--- src/rtl/y86_pkg.sv ---
// ============================================================================
// y86_pkg
// ----------------------------------------------------------------------------
// Shared definitions for the Y86 SEQ stage sequencer:
//   - state_t       : sequencer FSM states
//   - stat_t        : processor status codes (AOK/HLT/ADR/INS)
//   - ICODE_*       : Y86 instruction codes
//   - TIMER_W       : width of the handshake wait counter (holds 0..254)
//   - is_mem_icode  : true for instructions that access data memory
// ============================================================================
package y86_pkg;

    typedef enum logic [3:0] {
        S_IDLE,
        S_FETCH,
        S_FWAIT,
        S_EXEC,
        S_MEM,
        S_MWAIT,
        S_WB,
        S_PCUPD,
        S_HALTED,
        S_FAULT
    } state_t;

    typedef enum logic [2:0] {
        STAT_AOK = 3'd1,
        STAT_HLT = 3'd2,
        STAT_ADR = 3'd3,
        STAT_INS = 3'd4
    } stat_t;

    localparam logic [3:0] ICODE_HALT   = 4'h0;
    localparam logic [3:0] ICODE_NOP    = 4'h1;
    localparam logic [3:0] ICODE_RRMOVQ = 4'h2;
    localparam logic [3:0] ICODE_IRMOVQ = 4'h3;
    localparam logic [3:0] ICODE_RMMOVQ = 4'h4;
    localparam logic [3:0] ICODE_MRMOVQ = 4'h5;
    localparam logic [3:0] ICODE_OPQ    = 4'h6;
    localparam logic [3:0] ICODE_JXX    = 4'h7;
    localparam logic [3:0] ICODE_CALL   = 4'h8;
    localparam logic [3:0] ICODE_RET    = 4'h9;
    localparam logic [3:0] ICODE_PUSHQ  = 4'hA;
    localparam logic [3:0] ICODE_POPQ   = 4'hB;

    // Wide enough for the largest supported timeout (255).
    localparam int TIMER_W = 8;

    // Instructions whose memory stage must wait for a data-memory handshake.
    function automatic logic is_mem_icode(input logic [3:0] ic);
        case (ic)
            ICODE_RMMOVQ, ICODE_MRMOVQ,
            ICODE_CALL,   ICODE_RET,
            ICODE_PUSHQ,  ICODE_POPQ: is_mem_icode = 1'b1;
            default:                  is_mem_icode = 1'b0;
        endcase
    endfunction

endpackage

--- src/rtl/y86_wait_timer.sv ---
// ============================================================================
// y86_wait_timer
// ----------------------------------------------------------------------------
// Counts consecutive cycles spent in a handshake wait state and flags the
// cycle in which the budget of MEM_TIMEOUT cycles is used up.
//
// Parameters:
//   MEM_TIMEOUT : number of waiting cycles allowed (1..255)
//
// Ports:
//   clk     in  : clock
//   rst     in  : synchronous active-high reset
//   waiting in  : sequencer is in FWAIT or MWAIT this cycle
//   timeout out : this is the MEM_TIMEOUT-th waiting cycle
//
// The counter holds the number of waiting cycles already completed, so it
// reads 0 in the first cycle of a wait and is held at 0 whenever the
// sequencer is not waiting, which clears it on every entry to a wait state.
// ============================================================================
module y86_wait_timer
    import y86_pkg::*;
#(
    parameter int MEM_TIMEOUT = 15
) (
    input  logic clk,
    input  logic rst,
    input  logic waiting,
    output logic timeout
);

    logic [TIMER_W-1:0] count;

    // NOTE: sequential state is written with non-blocking assignments only,
    // so every flop samples values from before the clock edge.
    always_ff @(posedge clk) begin
        if (rst || !waiting) begin
            count <= '0;
        end else begin
            count <= count + TIMER_W'(1);
        end
    end

    // The sequencer leaves the wait state on this flag, so the counter never
    // runs past MEM_TIMEOUT-1.
    assign timeout = waiting && (count == TIMER_W'(MEM_TIMEOUT - 1));

endmodule

--- src/rtl/y86_stage_sequencer.sv ---
// ============================================================================
// y86_stage_sequencer
// ----------------------------------------------------------------------------
// Clocked stage sequencer for the Y86 SEQ core. Issues one-cycle enable
// strobes to the fetch, execute, memory, write-back and PC-update stages,
// waits on the fetch and data-memory handshakes with a bounded timeout and
// tracks the processor status.
//
// Parameters:
//   MEM_TIMEOUT : max waiting cycles on fetch_ack / dmem_ready (1..255)
//   CNT_W       : width of the performance counters
//
// Ports:
//   clk, rst                 : clock, synchronous active-high reset
//   start                    : leave IDLE and begin fetching
//   fetch_ack                : fetch stage finished aligning/decoding
//   instr_valid, imem_err    : fetch status, sampled with fetch_ack
//   icode                    : instruction code, sampled with fetch_ack
//   dmem_ready, dmem_err     : data-memory completion and its status
//   fet, exec, mem,
//   write_back, pc_update    : registered one-cycle stage strobes
//   busy                     : sequencer is running an instruction
//   stat                     : 1 AOK, 2 HLT, 3 ADR, 4 INS
//   cycle_count, instr_count : performance counters
//
// Configuration:
//   Y86_SEQ_PERF_EN : when defined, cycle_count/instr_count are live
//                     counters; otherwise both read 0 and no counter flops
//                     are built.
//
// Every output is registered together with the state transition that
// produces it, so a strobe is high exactly while the FSM sits in the
// matching state and busy/stat change in the same cycle as the state.
// ============================================================================
module y86_stage_sequencer
    import y86_pkg::*;
#(
    parameter int MEM_TIMEOUT = 15,
    parameter int CNT_W       = 32
) (
    input  logic             clk,
    input  logic             rst,
    input  logic             start,
    input  logic             fetch_ack,
    input  logic             instr_valid,
    input  logic             imem_err,
    input  logic [3:0]       icode,
    input  logic             dmem_ready,
    input  logic             dmem_err,
    output logic             fet,
    output logic             exec,
    output logic             mem,
    output logic             write_back,
    output logic             pc_update,
    output logic             busy,
    output logic [2:0]       stat,
    output logic [CNT_W-1:0] cycle_count,
    output logic [CNT_W-1:0] instr_count
);

    state_t     state;
    stat_t      stat_q;
    logic [3:0] icode_q;
    logic       waiting;
    logic       timeout;

    assign waiting = (state == S_FWAIT) || (state == S_MWAIT);
    assign stat    = stat_q;

    y86_wait_timer #(
        .MEM_TIMEOUT (MEM_TIMEOUT)
    ) u_wait_timer (
        .clk     (clk),
        .rst     (rst),
        .waiting (waiting),
        .timeout (timeout)
    );

    // ------------------------------------------------------------------------
    // Sequencer FSM. Acks are examined before the timeout flag, so an ack in
    // the last allowed waiting cycle still completes the handshake.
    // ------------------------------------------------------------------------
    always_ff @(posedge clk) begin
        if (rst) begin
            state      <= S_IDLE;
            stat_q     <= STAT_AOK;
            icode_q    <= ICODE_HALT;
            busy       <= 1'b0;
            fet        <= 1'b0;
            exec       <= 1'b0;
            mem        <= 1'b0;
            write_back <= 1'b0;
            pc_update  <= 1'b0;
        end else begin
            // Strobes default low; only the transition into a stage raises one.
            fet        <= 1'b0;
            exec       <= 1'b0;
            mem        <= 1'b0;
            write_back <= 1'b0;
            pc_update  <= 1'b0;

            case (state)
                S_IDLE: begin
                    if (start) begin
                        state <= S_FETCH;
                        fet   <= 1'b1;
                        busy  <= 1'b1;
                    end
                end

                S_FETCH: begin
                    state <= S_FWAIT;
                end

                S_FWAIT: begin
                    if (fetch_ack) begin
                        if (imem_err) begin
                            state  <= S_FAULT;
                            stat_q <= STAT_ADR;
                            busy   <= 1'b0;
                        end else if (!instr_valid) begin
                            state  <= S_FAULT;
                            stat_q <= STAT_INS;
                            busy   <= 1'b0;
                        end else begin
                            icode_q <= icode;
                            state   <= S_EXEC;
                            exec    <= 1'b1;
                        end
                    end else if (timeout) begin
                        state  <= S_FAULT;
                        stat_q <= STAT_ADR;
                        busy   <= 1'b0;
                    end
                end

                S_EXEC: begin
                    state <= S_MEM;
                    mem   <= 1'b1;
                end

                S_MEM: begin
                    if (is_mem_icode(icode_q)) begin
                        state <= S_MWAIT;
                    end else begin
                        state      <= S_WB;
                        write_back <= 1'b1;
                    end
                end

                S_MWAIT: begin
                    if (dmem_ready) begin
                        if (dmem_err) begin
                            state  <= S_FAULT;
                            stat_q <= STAT_ADR;
                            busy   <= 1'b0;
                        end else begin
                            state      <= S_WB;
                            write_back <= 1'b1;
                        end
                    end else if (timeout) begin
                        state  <= S_FAULT;
                        stat_q <= STAT_ADR;
                        busy   <= 1'b0;
                    end
                end

                S_WB: begin
                    state     <= S_PCUPD;
                    pc_update <= 1'b1;
                end

                S_PCUPD: begin
                    if (icode_q == ICODE_HALT) begin
                        state  <= S_HALTED;
                        stat_q <= STAT_HLT;
                        busy   <= 1'b0;
                    end else begin
                        state <= S_FETCH;
                        fet   <= 1'b1;
                    end
                end

                // Absorbing: only rst leaves these.
                S_HALTED, S_FAULT: begin
                end

                default: begin
                    state <= S_IDLE;
                    busy  <= 1'b0;
                end
            endcase
        end
    end

    // ------------------------------------------------------------------------
    // Performance counters. Both wrap naturally at 2^CNT_W.
    // ------------------------------------------------------------------------
`ifdef Y86_SEQ_PERF_EN
    logic [CNT_W-1:0] cycle_q;
    logic [CNT_W-1:0] instr_q;

    always_ff @(posedge clk) begin
        if (rst) begin
            cycle_q <= '0;
            instr_q <= '0;
        end else begin
            if (busy) begin
                cycle_q <= cycle_q + CNT_W'(1);
            end
            // Counts the halt instruction's PC-update cycle as well.
            if (state == S_PCUPD) begin
                instr_q <= instr_q + CNT_W'(1);
            end
        end
    end

    assign cycle_count = cycle_q;
    assign instr_count = instr_q;
`else
    assign cycle_count = '0;
    assign instr_count = '0;
`endif

endmodule

--- config.mk ---
export PLATFORM = sky130hd
export DESIGN_NAME = y86_stage_sequencer
export DESIGN_NICKNAME = d
export VERILOG_FILES = /design/src/rtl/y86_pkg.sv /design/src/rtl/y86_wait_timer.sv /design/src/rtl/y86_stage_sequencer.sv
export SDC_FILE = /design/constraint.sdc
export NUM_CORES = 1
export LEC_CHECK = 0
export CAP_MARGIN = 10
export CORE_ASPECT_RATIO = 1.25
export CORE_MARGIN = 2
export CORE_UTILIZATION = 38
export CTS_CLUSTER_DIAMETER = 50
export DETAILED_ROUTE_END_ITERATION = 8
export GPL_TIMING_DRIVEN = 0
export PLACE_DENSITY = 0.78
export SETUP_SLACK_MARGIN = 0.05
export SYNTH_ARGS = -nofsm -noshare
export SYNTH_HDL_FRONTEND = slang
export SYNTH_SLANG_ARGS = --single-unit
--- constraint.sdc ---
create_clock -name clk -period 1.6 [get_ports clk]
set_input_delay 0.48 -clock clk [delete_from_list [all_inputs] [get_ports clk]]
set_output_delay 0.48 -clock clk [all_outputs]
set_load 0.005 [all_outputs]
; ---- After elaboration in Yosys (flattened, before gate mapping)
; Cells that the tools add are included.
; W data, S select, Z words.
[totals]
register_bits = 25
out_inout_bits = 73
word_cells = 91
[op_classes]
reduce_logical = 15
add_sub_neg = 1
bitwise_logic = 5
n_eq_ne = 20
n_mux = 40
[ops]
columns = operator, count
row1 = $pmux W4 S9, 1
row2 = $mux W4, 8
row3 = $eq A4 B3 Y1 const B, 6
row4 = $eq A4 B4 Y1 const B, 6
row5 = $mux W3, 7
row6 = $mux W1, 19
row7 = $reduce_or A6 Y1, 2
row8 = $pmux W3 S3, 1
row9 = $add A8 B1 Y8 const B, 1
row10 = $eq A4 B2 Y1 const B, 2
row11 = $eq A8 B4 Y1 const B, 1
row12 = $logic_not A4 Y1, 2
row13 = $reduce_and A4 Y1, 2
row14 = $not A1 Y1, 5
row15 = $pmux W1 S5, 1
row16 = $reduce_and A5 Y1, 1
row17 = $eq A4 B1 Y1 const B, 1
row18 = $ne A2 B2 Y1 const B, 2
row19 = $ne A4 B4 Y1 const B, 1
row20 = $pmux W1 S2, 2
row21 = $reduce_or A4 Y1, 1
row22 = $ne A3 B3 Y1 const B, 1
row23 = $reduce_bool A3 Y1, 1
row24 = $logic_or A1 B1 Y1, 2
row25 = 5 further kinds, 5

; ---- Depth between registers and ports, before layout
; Gate-level depths: netlist (run 1).
[logic_depth]
word_depth = 7
ltp_mapped = 7

; ---- By module
; A second synthesis (run 1) with hierarchy kept.
[hier_totals]
cells_unflattened = 234
hier_area_um2 = 1870.5
[modules_own_cells]
columns = mod, seq_area_each_um2, n_inst, cells_per_inst, area_per_inst_um2
row1 = y86_stage_sequencer, 340.3, 1, 194, 1516.5
row2 = y86_wait_timer, 160.2, 1, 40, 354.1

; ---- Worst setup path before layout (run 1)
; Ideal clock, no wire load.
[synth_path]
path_type = reg2reg
start = register state[2]
end = register busy
setup_ns = 0.132
stages_incl_launch_ff = 8
n_path_buf = 2
required_time_ns = 1.468
synth_period_minus_slack_ns = 1.728
arrival_time_ns = 1.597
slack_ns = -0.128
path_cell_list = dfxtp_1 > buf_6 > or3b_1 > buf_6 > a211oi_1 > nor3_1 > a2111oi_0 > nor3_1
[synth_via]
elab_chain_cells = 6
[synth_rtl]
columns = element, line
row1 = from (decl), y86_stage_sequencer.sv:61  ; state_t state;
row2 = from (signal assigned), y86_stage_sequencer.sv:85  ; state <= S_IDLE;
row3 = from (signal assigned), y86_stage_sequencer.sv:105  ; state <= S_FETCH;
row4 = from (signal assigned), y86_stage_sequencer.sv:112  ; state <= S_FWAIT;
row5 = $eq A4 B2 Y1 / $eq A4 B3 Y1 (equally long branches), "y86_stage_sequencer.sv:67, y86_stage_sequencer.sv:102"
row6 = $logic_or A1 B1 Y1, y86_stage_sequencer.sv:67  ; assign waiting = (state == S_FWAIT) || (state == S_MWAIT);
row7 = $logic_and A1 B1 Y1, y86_wait_timer.sv:45  ; assign timeout = waiting && (count == TIMER_W'(MEM_TIMEOUT - 1));
row8 = $mux W1, n/a
row9 = $mux W1 (on tied branches), n/a
row10 = $pmux W1 S5, y86_stage_sequencer.sv:102  ; case (state)
row11 = to (signal assigned), y86_stage_sequencer.sv:107  ; busy <= 1'b1;
row12 = to (signal assigned), y86_stage_sequencer.sv:120  ; busy <= 1'b0;
row13 = to (signal assigned), y86_stage_sequencer.sv:124  ; busy <= 1'b0;
row14 = to (decl), y86_stage_sequencer.sv:55  ; output logic busy,
; Parallel ways exist; a longest one is shown, timed or not.
; A chain may end at the register's enable or synchronous reset.

; ---- Final worst setup path (run 1)
[layout_path]
start = register icode_q[1]
end = register state[0]
[layout_via]
elab_chain_cells = 7
[layout_rtl]
columns = element, line
row1 = from (decl), y86_stage_sequencer.sv:63  ; logic [3:0] icode_q;
row2 = from (signal assigned), y86_stage_sequencer.sv:126  ; icode_q <= icode;
row3 = $eq A4 B3 Y1 / $eq A4 B4 Y1 (equally long branches), y86_pkg.sv:51  ; case (ic)
row4 = $reduce_or A6 Y1, y86_pkg.sv:51
row5 = $mux W1, y86_pkg.sv:51
row6 = $mux W1, y86_stage_sequencer.sv:102
row7 = $mux W1, y86_stage_sequencer.sv:84  ; if (rst) begin
row8 = $mux W2, y86_stage_sequencer.sv:143  ; if (is_mem_icode(icode_q)) begin
row9 = $pmux W4 S9 (*), y86_stage_sequencer.sv:102
row10 = to (signal assigned), y86_stage_sequencer.sv:85
row11 = to (signal assigned), y86_stage_sequencer.sv:105
row12 = to (signal assigned), y86_stage_sequencer.sv:144  ; state <= S_MWAIT;
; Mark *: on every way between the ends. The rest lies on a longest branch, timed or not. The select of a mux whose other input is x is not followed.

==> metrics.txt, run 1 <==
Worst Max-Slew Pin Slew about 0.52 ns; Leak Pwr ~1.3 nW; crit end category flip-flop; Fillers 449; top_reg_cell synth dfxtp_1; GPL Wtd Cong 0.914; Port Buffer Count 20; Num CTS Buffers 3; post-DP HPWL approximately 2.9 mm; Worst-path clk slew approximately 0.090 ns; Buf+Inv Stages, Crit Path 0; clock latency at the later pin of the worst-skew pair approximately 0.26 ns; failing checks negative setup slack; first-pass GRT wire length between 6 and 7 mm; final hold slack between 0.4 and 0.5 ns; P&R area growth vs syn 44.0%; met1 WL ~1.5 mm; multi-input combinational cell area ~1100 sq um; total placed cells including tap cells 370; H-tree depth 1; Chip Height 81.6 microns; post-route insts no fill 386; Antenna diodes 0; Remaining DRCs 0; CORE AREA around 4700 sq um; Detail Route Antenna Nets 0; clock skew 0.00470 ns; Crit Path Class flip-flop to flip-flop; Routed WL per cell around 10 microns; Place WS -0.553 ns; worst-path maximum fanout 3; count of state elements after synthesis 25; final worst setup slack -0.128 ns; GR Util All Layers between 10% and 20%; Die Area approximately 5400 sq um; initial core utilization 39.0%; Setup-failing EPs final 8; unrepaired setup endpoints after global routing true; CP Launch Type flip-flop; placement row count 28; clk root buf clkbuf_8; Synth Warn # 0; via count 1674; worst hold path type flip-flop to flip-flop; vias in the first global route 1470; max-slew violations 0; Pre-antenna DRT Iters 4; Slew headroom around 65%; final worst path period need 1.73 ns; final-report hold violation count 0; CTS Hold Buffers Added 0; synthesized instance count approximately 230; total gr overflow 0; Clock Tree Buf Depth 2; CTS tree done; post-synthesis average cell area between 8 and 9 sq um; register area around 520 sq um; CP peak stage delay 0.54 ns; WP data required around 1.8 ns; MaxCap Viol Count 0; share of layout cells above drive strength 1 a little over a third; Die Wd roughly 66 microns; crit-path cells or4_4 -> o21bai_4 -> a21oi_2 -> a211oi_1 -> or3_1; clock sink count 25; Highest Signal Layer met4; largest net degree at the start of global routing 15; synth unique cells between 40 and 50; EDFF count, synth 0; Max rail drop VDD roughly 0.42 mV; Arrival @ worst endpoint 1.88 ns; Fmax between 500 and 600 MHz; most frequent cells in the layout buf_4 (75), conb_1 (64), nor2_1 (21), dfxtp_1 (15), dlygate4sd2_1 (10); Routed WL between 4 and 5 mm; Async S/R FF share, synth 0%; Worst path slowest cell or4_4; initial antenna violation count 0; commonest non-fill, non-tap cell in the layout buf_4; Period Utilization, post-route 108%; status finished, violations left; DR WL met2 roughly 2.1 mm; Power Total about 0.0016 W; nets 341; met3 wire length 343 microns; Crit path max-delay family simple AND/OR/NAND/NOR gates; DR iter-0 viols between 100 and 150; Seq/Total Area, Yosys 27.4%; # IOs between 80 and 90; Via density between 4 and 5; area of the mapped netlist roughly 1800 sq um; power per cell area 603 nW/um^2
## final timing paths
check,startpoint,to,slack (ns),depth (start not counted)
hold / removal,stat[2],stat[2],0.45,2
setup reg to reg,icode_q[1],state[0],-0.13,5
hold reg to reg,stat[2],stat[2],0.45,2
setup / recovery,icode_q[1],state[0],-0.13,5
## report_power, final
part	total [W]	internal, W	switching, W	leakage (nW)
Sequential	0.000660	0.000647	0.0000123	0.207
Combinational	0.000554	0.000279	0.000276	1.08
Clock	0.000374	0.000174	0.000200	0.0255
Total	0.00159	0.00110	0.000488	1.31
## synth_stat cells, types with 2 or more instances
library cell / number / area [sq um]
o21a_1: 3 / 22.5
nand3b_1: 3 / 22.5
a31oi_1: 2 / 12.5
buf_4: 64 / 480
nor4_1: 4 / 25.0
a211oi_1: 3 / 22.5
mux2i_1: 4 / 40.0
nor3_1: 5 / 25.0
nand2_1: 9 / 33.8
nor2_1: 22 / 82.6
nor2b_1: 2 / 12.5
o21ai_1: 2 / 10.0
a21oi_1: 8 / 40.0
xor2_1: 4 / 35.0
or3_1: 3 / 18.8
nand2b_1: 2 / 12.5
and2_1: 2 / 12.5
inv_1: 6 / 22.5
ha_1: 2 / 25.0
nand4_1: 5 / 31.3
buf_6: 2 / 22.5
clkbuf_1: 7 / 26.3
o21ai_0: 8 / 40.0
dfxtp_1: 25 / 500
nand3_1: 3 / 15.0
a21o_1: 2 / 15.0
or4_1: 2 / 15.0
or3b_1: 2 / 17.5
## cell type report
| type | count | area share [%] |
|---|---|---|
| Tap cell | 60 | 2.85 |
| Timing Repair Buffer | 34 | 12.2 |
| Clock buffer | 3 | 1.57 |
| Clock inverter | 1 | 0.190 |
| Multi-Input combinational cell | 186 | 42.9 |
| Sequential cell | 25 | 19.8 |
| Buffer | 71 | 19.8 |
| Inverter | 6 | 0.855 |
## tightest hold or removal path, cell delays in order, from the launching register on
cell and delay, ns:
dfxtp_2 0.33, nand2_1 0.05, o2bb2ai_1 0.05
## flip-flops by register name, indices dropped and copies added, names as in the netlist
name,flops
busy,1
exec,1
fet,1
icode_q,4
mem,1
pc_update,1
stat,3
state,4
u_wait_timer.count,8
write_back,1
## stage by stage
step / setup TNS (ns) / util [%] / cell area [sq um]
final: -0.697 / 56.1 / 2640
after global routing: -1.58 / 56.1 / 2640
after CTS: -0.705 / 54.6 / 2560
after detailed placement: -7.35 / 49.9 / 2340
after global placement: -7.73 / 49.9 / 2340
after floorplan: -0.597 / - / 2070
## routing by layer
layer	vias up	global-route usage (%)
met4	0	5.92
li1	853	-
met3	10	2.74
met2	82	28.4
met5	-	0
met1	729	15.3
## logic make-up after synthesis
kind of cell | count (synthesis) | share of synthesized area [%]
AO/OA/AOI/OAI | 40 | 15.0
AND/OR/NAND/NOR | 71 | 21.3
flip-flops | 25 | 27.4
other | 1 | 0.205
XOR/XNOR | 5 | 2.39
multiplexers | 4 | 2.19
adder cells (fa/ha/maj) | 2 | 1.37
buffers and inverters | 79 | 30.2
## repair_timing
action / 4_1_cts / 5_1_grt
buffers inserted: 14 / 0
setup endpoints to repair: 19 / 25
endpoints found under the hold margin: 0 / 0
resized for setup: 38 / 20
pin swaps: 14 / 9
Power figures use the tool's default switching activity.
==> run 2, diff against run 1 <==
- PLACE_DENSITY: 0.78 -> unset
- PLACE_DENSITY_LB_ADDON: unset -> 0.08
==> metrics.txt, run 2 (synthesis gave the netlist of run 1 again) <==
status finished, violations left; failing checks negative setup slack; total placed cells including tap cells 370 (unchanged); initial antenna violation count 0 (unchanged); clock latency at the later pin of the worst-skew pair 0.27 ns (about the same); H-tree depth 1 (unchanged); post-DP HPWL 2.92 mm (about the same); placement row count 28 (unchanged); CTS Hold Buffers Added 0 (unchanged); GR Util All Layers 14.2% (-0.42 points); initial core utilization 39.0% (unchanged); crit end category flip-flop; first-pass GRT wire length 6.05 mm (-4.3%); # IOs 85 (unchanged); crit-path cells or4_4 -> nand4_1 -> o2111a_2 -> nor4b_4 -> o2bb2ai_1; Pre-antenna DRT Iters 4 (unchanged); CTS tree done; Crit Path Class flip-flop to flip-flop; Via density 4.22 (-2.8%); post-route insts no fill 388 (+0.52%); MaxCap Viol Count 0 (unchanged); unrepaired setup endpoints after global routing true; Fmax 577 MHz (-0.24%); DR iter-0 viols 61 (-53%); vias in the first global route 1406 (-4.4%); commonest non-fill, non-tap cell in the layout buf_4; Clock Tree Buf Depth 2 (unchanged); Period Utilization, post-route 108% (+0.26 points); clock sink count 25 (unchanged); via count 1636 (-2.3%); GPL Wtd Cong 0.856 (-6.4%); max reg flops 8 (unchanged); final worst path period need 1.73 ns (+0.00417 ns); largest net degree at the start of global routing 15 (unchanged); total gr overflow 0 (unchanged); WP data required 1.80 ns (+0.05 ns); nets 343 (+0.59%); final worst setup slack -0.132 ns (-0.00417 ns); Chip Height 81.6 microns (unchanged); register area 526 sq um (+0.96%); Arrival @ worst endpoint 1.94 ns (+0.06 ns); Remaining DRCs 0 (unchanged); final-report hold violation count 0 (unchanged); Routed WL 3.90 mm (-3.2%); Num CTS Buffers 3 (unchanged); max-slew violations 0 (unchanged); Setup-failing EPs final 9 (+1); Worst path slowest cell or4_4; CP peak stage delay 0.54 ns (about the same); worst hold path type flip-flop to flip-flop; CORE AREA 4690 sq um (unchanged); most frequent cells in the layout buf_4 (79), conb_1 (64), nor2_1 (21), dlygate4sd2_1 (12); Leak Pwr 1.29 nW (-1.6%); Detail Route Antenna Nets 0 (unchanged); Routed WL per cell 10.1 microns (-3.7%); Fillers 456 (+1.6%); Max rail drop VDD 0.370 mV (-12%); clk root buf clkbuf_8; Antenna diodes 0 (unchanged); clock skew 0.00499 ns (+0.000295 ns); power per cell area 598 nW/um^2 (-0.82%); Worst-path clk slew 0.09 ns (about the same); Largest regs u_wait_timer.count x8, icode_q x4, state x4; Power Total 0.00159 W (+0.45%); multi-input combinational cell area 1150 sq um (+1.8%); Most flops, register u_wait_timer.count; worst-path maximum fanout 5 (+2); Port Buffer Count 20 (unchanged); P&R area growth vs syn 45.9%; Die Wd 66.1 microns (unchanged); CP Launch Type flip-flop; Die Area 5390 sq um (unchanged); share of layout cells above drive strength 1 38.4% (+2.2 points)
run 2: cell count changes in the layout (fill, tap and decap cells not counted), sizes merged:
cell	delta
clkdlybuf4s50	-1
clkdlybuf4s15	+1
clkbuf	-1
buf	+3
dlymetal6s2s	-2
dlygate4sd2	+2
run 2: critical path, delay by kind of cell (launching register included):
family             cells  cell delay, ns
and+or+nand+nor        3            0.91
AOI/OAI and AO/OA      2            0.43
DFF                    1            0.33
run 2: stage by stage:
step	hold WS (ns)	util, %	cell area, sq um	TNS [ns]	setup WS, ns
5_1_grt	0.468	56.8	2670	-1.36	-0.198
3_5_place_dp	0.455	49.9	2340	-8.19	-0.598
4_1_cts	0.464	55.7	2620	-0.741	-0.151
3_3_place_gp	0.449	49.9	2340	-8.17	-0.589
2_1_floorplan	0.441	-	2070	-0.597	-0.120
6_report	0.448	56.8	2670	-0.692	-0.132
run 2: power by group:
part	internal, W	leakage, nW	switching, W	total (W)
clock network	0.000174	0.0255	0.000201	0.000375
registers	0.000649	0.209	0.0000139	0.000663
logic	0.000284	1.06	0.000273	0.000557
run 2: metal layers:
metal | vias to the layer above | routed length [microns] | track usage, %
met5 | - | 0 | 0
met4 | 0 | 127 | 7.14
met3 | 13 | 266 | 1.92
met2 | 61 | 2070 | 25.8
met1 | 707 | 1440 | 16.2
li1 | 855 | - | -
run 2: final cells by class:
type                       instances  area share (%)
buffer                            71            19.7
clock buffer                       3            1.55
clock inverter                     1           0.188
inverter                           6           0.844
multi-input combinational        186            43.1
sequential                        25            19.7
tap                               60            2.81
timing repair buffer              36            12.1
run 2: what timing repair did:
item,in CTS,in global routing
setup buffers,17,0
pin swaps,16,7
resized for setup,48,24
setup endpoints to repair,22,24
run 2: path summary, 6_finish.rpt:
kind                                             from               endpoint  slack [ns]  depth (start not counted)
worst max-delay path                       icode_q[1]                stat[2]       -0.13                          5
worst min-delay path            u_wait_timer.count[0]  u_wait_timer.count[0]        0.45                          1
worst max register to register             icode_q[1]                stat[2]       -0.13                          5
worst min register to register  u_wait_timer.count[0]  u_wait_timer.count[0]        0.45                          1
